`src/rtl/soc_event_fifo_sink.sv`:
```
// rtl/soc_event_fifo_sink.sv - grant consumer: ack, lowest-index encode, FWFT event ID FIFO
module soc_event_fifo_sink #(
    parameter int EVNT_NUM = 256,
    parameter int ID_WIDTH = $clog2(EVNT_NUM),
    parameter int DEPTH    = 8
) (
    input  logic                       clk_i,
    input  logic                       rstn_i,
    input  logic [EVNT_NUM-1:0]        grant_i,
    input  logic                       any_grant_i,
    output logic                       grant_ack_o,
    output logic                       evt_valid_o,
    output logic [ID_WIDTH-1:0]        evt_data_o,
    input  logic                       evt_ready_i,
    output logic [$clog2(DEPTH):0]     fifo_level_o,
    output logic [1:0]                 err_o,
    input  logic                       clr_err_i
);

    localparam int PW = $clog2(DEPTH);
    localparam int LW = PW + 1;

    logic [PW-1:0]       wptr_q, wptr_d;
    logic [PW-1:0]       rptr_q, rptr_d;
    logic [LW-1:0]       level_q, level_d;
    logic [1:0]          err_q, err_d;
    logic [ID_WIDTH-1:0] mem_q [DEPTH];

    logic                push, pop, grant_ok, multi_hot, zero_hot;
    logic [ID_WIDTH-1:0] grant_id;

    assign pop       = evt_valid_o & evt_ready_i;
    assign zero_hot  = (grant_i == '0);
    assign multi_hot = ((grant_i & (grant_i - EVNT_NUM'(1))) != '0);
    assign grant_ok  = any_grant_i & ~zero_hot;

    // Gated by rstn_i so the arbiter never sees an ack while the FIFO is held in reset.
    assign grant_ack_o = rstn_i & grant_ok & ((level_q < LW'(DEPTH)) | pop);
    assign push        = grant_ack_o;

    // Descending scan: the last hit written is the lowest set index.
    always_comb begin
        grant_id = '0;
        for (int i = EVNT_NUM - 1; i >= 0; i--) begin
            if (grant_i[i]) grant_id = ID_WIDTH'(i);
        end
    end

    always_comb begin
        wptr_d  = wptr_q;
        rptr_d  = rptr_q;
        level_d = level_q;
        if (push) wptr_d = wptr_q + PW'(1);
        if (pop)  rptr_d = rptr_q + PW'(1);
        case ({push, pop})
            2'b10:   level_d = level_q + LW'(1);
            2'b01:   level_d = level_q - LW'(1);
            default: level_d = level_q;
        endcase
    end

    // Set has priority over clear so a fresh error is never lost.
    always_comb begin
        err_d = clr_err_i ? 2'b00 : err_q;
        if (any_grant_i & multi_hot) err_d[0] = 1'b1;
        if (any_grant_i & zero_hot)  err_d[1] = 1'b1;
    end

    always_ff @(posedge clk_i or negedge rstn_i) begin
        if (!rstn_i) begin
            wptr_q  <= '0;
            rptr_q  <= '0;
            level_q <= '0;
            err_q   <= '0;
        end else begin
            wptr_q  <= wptr_d;
            rptr_q  <= rptr_d;
            level_q <= level_d;
            err_q   <= err_d;
        end
    end

    always_ff @(posedge clk_i) begin
        if (push) mem_q[wptr_q] <= grant_id;
    end

    assign evt_valid_o  = (level_q != '0);
    assign evt_data_o   = evt_valid_o ? mem_q[rptr_q] : '0;
    assign fifo_level_o = level_q;
    assign err_o        = err_q;

endmodule

```
`config.mk`:
```
export PLATFORM = sky130hd
export DESIGN_NAME = soc_event_fifo_sink
export DESIGN_NICKNAME = d
export VERILOG_FILES = /design/src/rtl/soc_event_fifo_sink.sv
export SDC_FILE = /design/constraint.sdc
export NUM_CORES = 1
export LEC_CHECK = 0
export BUFFER_PORTS_ARGS = -buffer_cell sky130_fd_sc_hd__buf_4
export CAP_MARGIN = 0
export CORE_AREA = 2 2 141 143
export CTS_CLUSTER_DIAMETER = 60
export CTS_CLUSTER_SIZE = 25
export DETAILED_ROUTE_END_ITERATION = 10
export DIE_AREA = 0 0 143 145
export PLACE_DENSITY_LB_ADDON = 0.08
export SLEW_MARGIN = 20
export SYNTH_ARGS = -nofsm -noshare
export SYNTH_HDL_FRONTEND = slang
export SYNTH_SLANG_ARGS = --single-unit
export TNS_END_PERCENT = 1
```
`constraint.sdc`:
```
create_clock -name clk_i -period 3.8 [get_ports clk_i]
set_clock_uncertainty 0.2 [all_clocks]
set_input_delay 0.19 -clock clk_i [delete_from_list [all_inputs] [get_ports clk_i]]
set_output_delay 0.19 -clock clk_i [all_outputs]
set_load 0.01 [all_outputs]
```
==> run summary, run 1 <==
initial core utilization: 54.3%
pin count of the biggest net entering global routing: 19
Num Clock Sinks: 76
synth warn: 0
outcome: stopped before the end
count leader, synth: nor2_1
IO Count: 277
Exit stage: global routing (5_1_grt)
global route total overflow: 1
Seq/Total Area, Yosys: 21.3%
dpl hpwl: 48300 µm
net count after synthesis: 1668
PortBufs: 276
FFs w/ async S/R, synth: 15.8%
vias in the first global route: 18700
Cell Area, Synth: 10400 µm²
number of flops mapped to enable cells by yosys: 64
Unique masters post-synth: 75
Die Y: 145 µm
# rows: 51
Post-Synthesis Cells: 1401
Synth top cells by count: nor2_1 (196), nand2_1 (121), o21ai_0 (109), nor4_1 (90), a21oi_1 (81)
H-tree Lvls: 3
Final GP Congestion: 1.39
GRT Util Overall: 65.9%
top-area cell type share of the netlist area: 18.4%
placed cell count: 2385
Clock Tree Buf Depth: 2
root buf cell: clkbuf_16
register bit total from synthesis: 76
Top FF cell, synth: edfxtp_1
Yosys top cell by area: edfxtp_1
ranking of synthesized cells by area: edfxtp_1 (18%), nor2_1 (7.1%), nor4_1 (5.4%), o21ai_0 (5.2%), nand2_1 (4.4%)
die width: 143 µm
CTS buffer count: 9
stop err: [ERROR GRT-0116] Global routing finished with congestion. Check the congestion regions in the DRC Viewer.
Mapped Avg Cell Area: 7.44 µm²
first-pass GRT wire length: 105000 µm
kinds of logic after synthesis:
kind of cell | after synthesis | share of synthesized area (%)
DFF | 76 | 21.3
muxes | 27 | 4.54
AOI/OAI and AO/OA | 435 | 28.2
adders and majority gates | 10 | 1.18
buffers and inverters | 102 | 3.72
and+or+nand+nor | 743 | 40.3
xor gates and xnor gates | 8 | 0.672
through the flow:
step | area, µm² | setup slack (ns)
after CTS | 16900 | -0.0511
after detailed placement | 16400 | -0.519
after global placement | 16400 | -0.437
after floorplan | 10500 | -0.155
per-layer routing:
layer / track usage (%) / GRT overflow
met1: 66.0 / 0
met2: 85.5 / 1
met3: 50.5 / 0
met4: 58.1 / 0
met5: 17.0 / 0
timing repair:
| action | in CTS |
|---|---|
| hold buffers | 3 |
| endpoints found under the setup margin | 1 |
| pin swaps | 3 |
| hold endpoints to repair | 14 |
| setup buffers | 1 |
| resized for setup | 13 |
==> inputs of run 2 (changes only) <==
- CORE_AREA: 2 2 141 143 -> 2 2 165 167
- CTS_CLUSTER_DIAMETER: 60 -> default
- CTS_CLUSTER_SIZE: 25 -> default
- DIE_AREA: 0 0 143 145 -> 0 0 167 169
- PLACE_DENSITY_LB_ADDON: 0.08 -> 0.15
==> run 2 against run 1 <==
  * The flow now finishes, with violations (negative setup slack)
  * Synthesized cell count is the same
  * Area after synthesis stayed put
==> run summary, run 2 <==
area of the multi-input gates: 8140 µm²
initial core utilization: 39.3%
Post-Synthesis Cells: 1401
max-cap viol count: 0
register area: 2220 µm²
fin crit share: 106%
Worst Path Arrival: 4.03 ns
nets@finish: 2490
dpl cell area: 17100 µm²
Final Hold Fails: 0
largest family of logic cells by synthesized area: simple AND/OR/NAND/NOR gates
share of layout cells above drive strength 1: 44.0%
failing checks: negative setup slack
Leak: 7.19 nW
Final GP Congestion: 1.12
P per Cell Area: 231 nW/µm²
CTS tree: yes
outcome: complete, but fails checks
Synth Area in XOR/XNOR: 0.672%
DRT iter0 DRCs: 2778
ranking of synthesized cells by area: edfxtp_1 (18%), nor2_1 (7.1%), nor4_1 (5.4%), o21ai_0 (5.2%), nand2_1 (4.4%)
register bit total from synthesis: 76
Num Clock Sinks: 76
Die Y: 169 µm
FFs w/ async S/R, synth: 15.8%
Top FF cell, synth: edfxtp_1
RSZ-0062 raised after global routing: yes
Setup CP Type: input port to flop
top-area cell type share of the netlist area: 18.4%
die area: 28200 µm²
commonest non-fill, non-tap cell in the layout: buf_4
Core ar.: 26500 µm²
Yosys top cell by area: edfxtp_1
post-route setup slack: -0.214 ns
FF-to-FF Start: fifo_level_o[1]
total wire length: 64900 µm
CP Cell Sequence: buf_4 > nor4_2 > buf_4 > nand4_1 > buf_4 > or4_1 > o31ai_1 > and4_1 > nand4_1 > or4_1 > or4_4 > o41ai_4 > nand3_1
slowest CP cell: or4_1
Synth top cells by count: nor2_1 (196), nand2_1 (121), o21ai_0 (109), nor4_1 (90), a21oi_1 (81)
count leader, synth: nor2_1
Min Clock Period, post-route: 4.01 ns
Cell Area, Synth: 10400 µm²
PortBufs: 276
root buf cell: clkbuf_16
measured slew at the worst slew-check pin: 0.960 ns
most frequent cells in the layout: buf_4 (842), nor2_1 (196), nand2_1 (121)
number of flops mapped to enable cells by yosys: 64
most numerous cell on the critical path: buf_4
first-pass GRT wire length: 96600 µm
delay-heaviest family, CP: simple AND/OR/NAND/NOR gates
net count after synthesis: 1668
Area growth syn-to-layout: 70.1%
DRC violations left: 0
CP max FO: 3
Req. time, crit path: 3.82 ns
placed cell count: 2541
global route total overflow: 0
final setup fails: 1
final slew viol count: 0
max reg flops: 64
# rows: 60
initial antenna violation count: 4
post-synthesis adder-cell area fraction: 1.18%
Clk pin slew, worst setup/hold paths: 0.07 ns
mux cell area share after synthesis: 4.54%
worst IR drop on VDD: 0.832 mV
hold crit path type: input port to asynchronous set/reset pin
Synth Area in Compound Gates: 28.2%
H-tree Lvls: 3
Via Count: 16800
Setup TNS: -0.214 ns
nature of the critical path startpoint: input port
Post-DRT Antenna Nets: 0
fmax: 249 MHz
post-route cell area: 17700 µm²
vias per cell: 6.53
Clock Tree Buf Depth: 2
Mapped Avg Cell Area: 7.44 µm²
dpl hpwl: 54400 µm
largest register by flop count: mem_q
Seq/Total Area, Yosys: 21.3%
worst hold slack: 0.0390 ns
WP buf/inv: 3
endpoint class of the critical path: flop
critical path startpoint: grant_i[23]
number of fill cells: 2242
worst rel slew slack: 34.3%
Unique masters post-synth: 75
IO Count: 277
CTS buffer count: 9
die width: 167 µm
pin count of the biggest net entering global routing: 19
GRT Util Overall: 44.2%
Pre-Repair DR Iteration Count: 8
fin cells: 2571
vias in the first global route: 16400
max incr delay on CP: 0.67 ns
Worst-Skew Late Latency: 0.34 ns
simple-gate area share of the yosys netlist: 40.3%
WL/cell: 25.2 µm
synth warn: 0
==> run 2: worst paths after layout <==
| kind | slack (ns) | endpoint | depth (start not counted) |
|---|---|---|---|
| worst max-delay path | -0.21 | err_o[0] | 13 |
| worst max register to register | 0.78 | fifo_level_o[3] | 11 |
| min in group clk_i | 0.15 | err_o[0] | 5 |
| worst min register to register | 0.31 | err_o[0] | 2 |
| worst min-delay path | 0.04 | err_o[0] | 2 |
| max in group asynchronous | 3.15 | rptr_q[0] | 2 |
==> run 2: cells by family (layout without fill, tap and decap cells) <==
family          Yosys count  in the layout
simple gates            743            743
fa+ha+maj                10             10
buf+inv                 102            929
other cells               0              2
mux                      27             27
compound gates          435            435
flops                    76             76
xor+xnor                  8              8
==> run 2: where the power goes <==
part | internal (mW) | switching (mW)
clock network | 0.452 | 0.372
logic | 1.03 | 1.03
registers | 1.00 | 0.211
total | 2.48 | 1.62
==> run 2: layer usage <==
metal / vias to the layer above / part of all wire (%) / GRT usage (%)
li1: 7356 / - / -
met1: 7809 / 37 / 56.0
met2: 1316 / 45 / 72.7
met3: 299 / 12 / 9.42
met4: 4 / 5.7 / 19.4
met5: - / 0.045 / 0
==> run 2: worst reg2reg max path: cells and delay by family (launching register included) <==
| kind | cells | cell delay, ns |
|---|---|---|
| AO/OA/AOI/OAI | 2 | 0.40 |
| XOR/XNOR | 2 | 0.41 |
| adder cells (fa/ha/maj) | 2 | 0.57 |
| flip-flops | 1 | 0.45 |
| AND/OR/NAND/NOR | 3 | 0.62 |
| buffers and inverters | 2 | 0.30 |
==> run 2: cell type report <==
cell class | instances | area share (%)
Tap cell | 341 | 2.41
Clock inverter | 7 | 0.317
Multi-Input combinational cell | 1223 | 45.9
Clock buffer | 9 | 1.27
Timing Repair Buffer | 849 | 36.2
Antenna cell | 2 | 0.0282
Sequential cell | 76 | 12.5
Inverter | 64 | 1.35
==> run 2: stage by stage <==
step	power (mW)	setup slack [ns]	util [%]
finish	4.10	-0.214	66.9
global route	4.24	-0.322	66.9
CTS	4.03	-0.256	66.2
detailed placement	3.16	-0.741	64.7
global placement	3.05	-0.764	64.7
floorplan	1.96	-0.155	-
==> run 2: timing repair <==
action / in CTS / in global routing
hold buffers: 4 / 0
resized for setup: 18 / 22
pin swaps: 9 / 17
setup endpoints to repair: 1 / 2
buffers inserted: 2 / 6
endpoints found under the hold margin: 14 / 0
(Power assumes the default switching activity.)
